==> src/rtl/rf_wb_arbiter.sv <==
// Register-file write-port arbiter: the pipeline writeback has priority, and multi-cycle results
// queue in a small FIFO. A per-register scoreboard stalls issue on hazards against those results.
module rf_wb_arbiter #(
  parameter int DEPTH  = 2,
  parameter int ADDR_W = 5,
  parameter int DATA_W = 32
) (
  input  logic              clk,
  input  logic              resetn,
  input  logic              p_wen,
  input  logic [ADDR_W-1:0] p_waddr,
  input  logic [DATA_W-1:0] p_wdata,
  input  logic              m_valid,
  output logic              m_ready,
  input  logic [ADDR_W-1:0] m_waddr,
  input  logic [DATA_W-1:0] m_wdata,
  input  logic              issue_valid,
  input  logic [ADDR_W-1:0] issue_rs,
  input  logic [ADDR_W-1:0] issue_rt,
  input  logic [ADDR_W-1:0] issue_rd,
  input  logic              issue_rd_en,
  input  logic              issue_long,
  output logic              issue_stall,
  output logic              rf_wen,
  output logic [ADDR_W-1:0] rf_waddr,
  output logic [DATA_W-1:0] rf_wdata,
  output logic [31:0]       pending
);

  localparam int PTR_W = $clog2(DEPTH);
  localparam int CNT_W = $clog2(DEPTH + 1);
  localparam logic [CNT_W-1:0] FULL_CNT = CNT_W'(DEPTH);

  logic [ADDR_W-1:0] fifo_addr [DEPTH];
  logic [DATA_W-1:0] fifo_data [DEPTH];
  logic [PTR_W-1:0]  wr_ptr, rd_ptr;
  logic [CNT_W-1:0]  fifo_cnt, outstanding;
  logic [31:0]       pending_q, pending_nxt;

  logic              full, empty, p_sel, push, pop, hazard, sb_set;
  logic [ADDR_W-1:0] head_addr;

  assign full      = (fifo_cnt == FULL_CNT);
  assign empty     = (fifo_cnt == '0);
  assign m_ready   = !full;
  assign head_addr = fifo_addr[rd_ptr];

  // A pipeline write to r0 is dropped and leaves the port free for a buffered result.
  assign p_sel = p_wen && (p_waddr != '0);
  assign pop   = !p_sel && !empty;
  assign push  = m_valid && !full && (m_waddr != '0);

  always_comb begin
    rf_wen   = 1'b0;
    rf_waddr = '0;
    rf_wdata = '0;
    if (p_sel) begin
      rf_wen   = 1'b1;
      rf_waddr = p_waddr;
      rf_wdata = p_wdata;
    end else if (!empty) begin
      rf_wen   = 1'b1;
      rf_waddr = head_addr;
      rf_wdata = fifo_data[rd_ptr];
    end
  end

  assign hazard      = pending_q[issue_rs] | pending_q[issue_rt] |
                       (issue_rd_en & pending_q[issue_rd]);
  assign issue_stall = issue_valid & (hazard | (issue_long & (outstanding == FULL_CNT)));
  assign sb_set      = issue_valid & !issue_stall & issue_long & issue_rd_en & (issue_rd != '0);

  // The WAW stall keeps set and clear from ever targeting the same register.
  always_comb begin
    pending_nxt = pending_q;
    if (pop)    pending_nxt[head_addr] = 1'b0;
    if (sb_set) pending_nxt[issue_rd]  = 1'b1;
    pending_nxt[0] = 1'b0;
  end

  assign pending = pending_q;

  always_ff @(posedge clk or negedge resetn) begin
    if (!resetn) begin
      wr_ptr      <= '0;
      rd_ptr      <= '0;
      fifo_cnt    <= '0;
      outstanding <= '0;
      pending_q   <= '0;
    end else begin
      if (push) wr_ptr <= wr_ptr + 1'b1;
      if (pop)  rd_ptr <= rd_ptr + 1'b1;
      fifo_cnt    <= fifo_cnt + CNT_W'(push) - CNT_W'(pop);
      outstanding <= outstanding + CNT_W'(sb_set) - CNT_W'(pop);
      pending_q   <= pending_nxt;
    end
  end

  // Payload storage carries no reset; occupancy is tracked by the control state above.
  always_ff @(posedge clk) begin
    if (push) begin
      fifo_addr[wr_ptr] <= m_waddr;
      fifo_data[wr_ptr] <= m_wdata;
    end
  end

  // Every buffered result must belong to an outstanding long op.
  a_fifo_le_outstanding: assert property (@(posedge clk) disable iff (!resetn)
    fifo_cnt <= outstanding);
  a_result_was_issued: assert property (@(posedge clk) disable iff (!resetn)
    push |-> pending_q[m_waddr]);

endmodule
==> config.mk <==
export PLATFORM = sky130hd
export DESIGN_NAME = rf_wb_arbiter
export DESIGN_NICKNAME = d
export VERILOG_FILES = /design/src/rtl/rf_wb_arbiter.sv
export SDC_FILE = /design/constraint.sdc
export NUM_CORES = 1
export LEC_CHECK = 0
export BUFFER_PORTS_ARGS = -buffer_cell sky130_fd_sc_hd__buf_2
export CAP_MARGIN = 10
export CELL_PAD_IN_SITES_DETAIL_PLACEMENT = 1
export CELL_PAD_IN_SITES_GLOBAL_PLACEMENT = 1
export CORE_ASPECT_RATIO = 1.4
export CORE_MARGIN = 1
export CORE_UTILIZATION = 25
export DETAILED_ROUTE_END_ITERATION = 8
export PLACE_DENSITY = 0.55
export SLEW_MARGIN = 0
export SYNTH_ARGS = -nofsm -noshare
export SYNTH_HDL_FRONTEND = slang
export SYNTH_SLANG_ARGS = --single-unit
==> constraint.sdc <==
create_clock -name clk -period 8.95 [get_ports clk]
set_input_delay 0.4475 -clock clk [delete_from_list [all_inputs] [get_ports clk]]
set_output_delay 0.4475 -clock clk [all_outputs]
set_load 0.01 [all_outputs]
==> impl_metrics.toml <==
[clocking]
cts_buffers = 9
ctsLongestPathBuffers = 2
cts_hold_repair.buffers = 0
cts.sink_count = 111
cts_tree = "yes"
clkSlewWorstSetupHoldPaths_ns = 0.08
clk-insertion-delay-late_ns = 0.36
cts_htree_levels = 3
ctsResizeCount = 0
cts.repair_timing.setup_buffer_count = 0
ctsRootBufferMaster = "sky130_fd_sc_hd__clkbuf_16"

[power_and_ir_drop]
internal-power_mw = 1.13
vdd_drop_max_v = 0.0000896
total_switching_power_uw = 681
combinationalPowerShare_pct = 36.4
swShare_pct = 37.6
sequentialPowerShare_pct = 42.2
leakagePower_nw = 2.97
power-per-cell-area_nw_per_um2 = 251
part_of_the_power_in_the_clock_network_pct = 21.4

[floorplan]
core_region_area_sq_um = 23300
dieHeight_um = 184
core.rowCount = 66
initial_core_util_pct = 25.5
fp.dieW_um = 132
floorplan.die_area_sq_um = 24400
io_pins = 168

[job]
max_capacitance_violation_count = 0

[drt]
via_count = 4690
drt-initial-drc-count = 269
avgViaCountPerCell = 5.02
drt_first_pass_iters = 4
routed_wire_length_per_instance_um = 19.5
detail_route.wirelength_mm = 18.2
remaining_drc_errors = 0
route.antenna.remaining_nets = 0

[synth]
syn-cell-area_sq_um = 5940
synth_seq_area_share_pct = 53.0
netlist.area_leader.share_pct = 37.4
synth-seq-cells = 111
number_of_cells_produced_by_synthesis = 480
synth_cell_types = 60
library_cell_with_the_largest_summed_area_after_synthesis = "sky130_fd_sc_hd__edfxtp_1"
synth-edff-count = 74
synth_top_flop_cell = "sky130_fd_sc_hd__edfxtp_1"
most_frequent_cell_after_synthesis = "sky130_fd_sc_hd__edfxtp_1"
synth_top_cells_by_area = "sky130_fd_sc_hd__edfxtp_1 (37%), sky130_fd_sc_hd__dfrtp_1 (16%), sky130_fd_sc_hd__mux2i_1 (8.1%)"
warning_count_from_the_yosys_run = 0
syn_area_per_cell_sq_um = 12.4
syn_nets = 580
synth_async_reset_ratio_pct = 33.3
synth_common_cells = "sky130_fd_sc_hd__edfxtp_1 (74), sky130_fd_sc_hd__nand2_1 (50), sky130_fd_sc_hd__mux2i_1 (48)"

[critical_path]
setup.worst_path.start_class = "flip-flop"
timing.critical_path.to_type = "flip-flop"
critical_path.max_fanout = 33
worst-r2r-cell-count = 11
timing.critical_path.arrival_ns = 3.97
required_ns = 9.23
worst_setup_path_category = "flip-flop to flip-flop"

[sta]
timing_worst_slew_pin_value_ns = 1.15
timing.final.ws_setup_ns = 5.26
final.setup_skew_ns = 0.0118
fin_crit_sh_pct = 41.2
timing.final.crit_period_ns = 3.69
number_of_failing_hold_endpoints_at_the_final_stage = 0
setup_tns_ns = 0
fmaxAchievable_ghz = 0.271
final.hold.worst_slack_ns = 0.194
drv_slew = 0
finalSetupViolations = 0
unrepaired_setup_endpoints_after_global_routing = "false"
slew_headroom_pct = 23.0

[cells_and_area]
final_nets = 722
fillerInstances = 2626
layout.cells.non_filler = 934
drive_gt1_share_pct = 34.8
finalCoreUtilization_pct = 31.0
area_delta_synth_final_pct = 21.4

[global_routing]
grtUsageTotal_pct = 15.3
wire_length_of_the_first_global_routing_pass_mm = 28.6
grt_pass1_vias = 5063
antenna_found_initial = 1
overflow = 0
pin_count_of_the_biggest_net_entering_global_routing = 70

[placement]
dp_cells = 917
port-buffer-count = 166
globalplace.congestion = 0.877
worst_setup_slack_after_placement_ns = 4.97
hpwl_mm = 13.6

[outcome]
status = "finished clean"

[min_path]
worst_hold_path_type = "input port to async pin"
[placed cells by master, fill, tap and decap left out, types with 2 or more instances in the layout]
| cell type | count |
|---|---|
| sky130_fd_sc_hd__inv_1 | 8 |
| sky130_fd_sc_hd__clkbuf_16 | 9 |
| sky130_fd_sc_hd__and2b_2 | 2 |
| sky130_fd_sc_hd__buf_2 | 166 |
| sky130_fd_sc_hd__mux4_2 | 14 |
| sky130_fd_sc_hd__mux2i_1 | 48 |
| sky130_fd_sc_hd__or3_1 | 5 |
| sky130_fd_sc_hd__dfrtp_1 | 36 |
| sky130_fd_sc_hd__o211ai_1 | 2 |
| sky130_fd_sc_hd__or2b_1 | 3 |
| sky130_fd_sc_hd__nand2_1 | 50 |
| sky130_fd_sc_hd__buf_4 | 4 |
| sky130_fd_sc_hd__a31oi_1 | 2 |
| sky130_fd_sc_hd__o22ai_1 | 2 |
| sky130_fd_sc_hd__clkinv_4 | 2 |
| sky130_fd_sc_hd__ha_1 | 4 |
| sky130_fd_sc_hd__edfxtp_1 | 74 |
| sky130_fd_sc_hd__nand2b_1 | 8 |
| sky130_fd_sc_hd__mux2_2 | 4 |
| sky130_fd_sc_hd__nor2_4 | 2 |
| sky130_fd_sc_hd__o21ai_0 | 37 |
| sky130_fd_sc_hd__a21oi_1 | 3 |
| sky130_fd_sc_hd__o41ai_1 | 28 |
| sky130_fd_sc_hd__o31ai_1 | 35 |
| sky130_fd_sc_hd__nor3b_1 | 4 |
| sky130_fd_sc_hd__or4_1 | 3 |
| sky130_fd_sc_hd__nand3_1 | 10 |
| sky130_fd_sc_hd__a22oi_1 | 2 |
| sky130_fd_sc_hd__inv_8 | 2 |
| sky130_fd_sc_hd__a32oi_1 | 2 |
| sky130_fd_sc_hd__xnor2_1 | 6 |
| sky130_fd_sc_hd__nor2_1 | 8 |
| sky130_fd_sc_hd__nor2b_1 | 8 |
| sky130_fd_sc_hd__nor4_1 | 3 |
[critical path, stage by stage (launching register included)]
cell,delay [ns]
sky130_fd_sc_hd__dfrtp_1,0.48
sky130_fd_sc_hd__mux4_2,0.52
sky130_fd_sc_hd__mux2i_1,0.19
sky130_fd_sc_hd__nor3b_1,0.09
sky130_fd_sc_hd__nor4_2,0.24
sky130_fd_sc_hd__nand3_2,0.57
sky130_fd_sc_hd__or4_1,0.71
sky130_fd_sc_hd__ha_1,0.29
sky130_fd_sc_hd__inv_1,0.04
sky130_fd_sc_hd__ha_1,0.18
sky130_fd_sc_hd__xnor2_1,0.16
sky130_fd_sc_hd__xnor2_1,0.14
[stage by stage]
step / instance area (sq um) / power (mW)
4_1_cts: 7210 / 1.84
3_3_place_gp: 6930 / 1.43
6_report: 7210 / 1.81
5_1_grt: 7210 / 1.93
3_5_place_dp: 6930 / 1.45
2_1_floorplan: 5940 / 1.18
[routing by layer]
metal  part of all wire (%)  vias to the layer above  GRT usage, %
met5                      0                        -             0
met3                    6.8                       26          3.93
li1                       -                     2174             -
met4                    1.7                        0          5.93
met2                     49                      195          26.3
met1                     42                     2295          18.3
[cells by family (layout without fill, tap and decap cells)]
| group | count (synthesis) | after routing | share of synthesized area, % |
|---|---|---|---|
| fa+ha+maj | 4 | 4 | 0.843 |
| buf+inv | 48 | 195 | 5.18 |
| mux | 68 | 68 | 14.9 |
| flops | 111 | 111 | 53.0 |
| simple gates | 117 | 117 | 10.2 |
| compound gates | 125 | 125 | 15.0 |
| other cells | 1 | 2 | 0.0631 |
| xor+xnor | 6 | 6 | 0.885 |
[layout make-up]
| type | count | area, sq um | area share, % |
|---|---|---|---|
| Timing Repair Buffer | 170 | 861 | 11.9 |
| Clock inverter | 6 | 52.6 | 0.729 |
| Clock buffer | 10 | 229 | 3.17 |
| Tap cell | 306 | 383 | 5.31 |
| Antenna cell | 1 | 2.50 | 0.0347 |
| Inverter | 9 | 33.8 | 0.468 |
| Multi-Input combinational cell | 321 | 2500 | 34.7 |
| Sequential cell | 111 | 3150 | 43.7 |
[final timing paths]
kind / start / endpoint / slack, ns
min in group clk: m_wdata[5] / fifo_data[1][5]$_DFFE_PP_ / 0.28
worst max register to register: pending[23]$_DFF_PN0_ / outstanding[1]$_DFF_PN0_ / 5.26
worst max-delay path: pending[23]$_DFF_PN0_ / outstanding[1]$_DFF_PN0_ / 5.26
worst min register to register: outstanding[1]$_DFF_PN0_ / outstanding[1]$_DFF_PN0_ / 0.49
max in group asynchronous: resetn / rd_ptr$_DFFE_PN0P_ / 8.15
worst min-delay path: resetn / fifo_cnt[0]$_DFF_PN0_ / 0.19
[flip-flops by register name, indices dropped and copies added (netlist names)]
name,flops
fifo_cnt,2
fifo_addr,10
wr_ptr,1
rd_ptr,1
fifo_data,64
outstanding,2
pending,31
[power by group through the flow]
stage / clock, mW / sequential [mW] / combinational [mW]
after detailed placement: 0 / 0.776 / 0.675
final: 0.388 / 0.764 / 0.659
after CTS: 0.403 / 0.764 / 0.676
after global placement: 0 / 0.768 / 0.659
after floorplan: 0 / 0.754 / 0.428
after global routing: 0.418 / 0.778 / 0.729
Note: power is estimated with default switching activity, not from simulation.
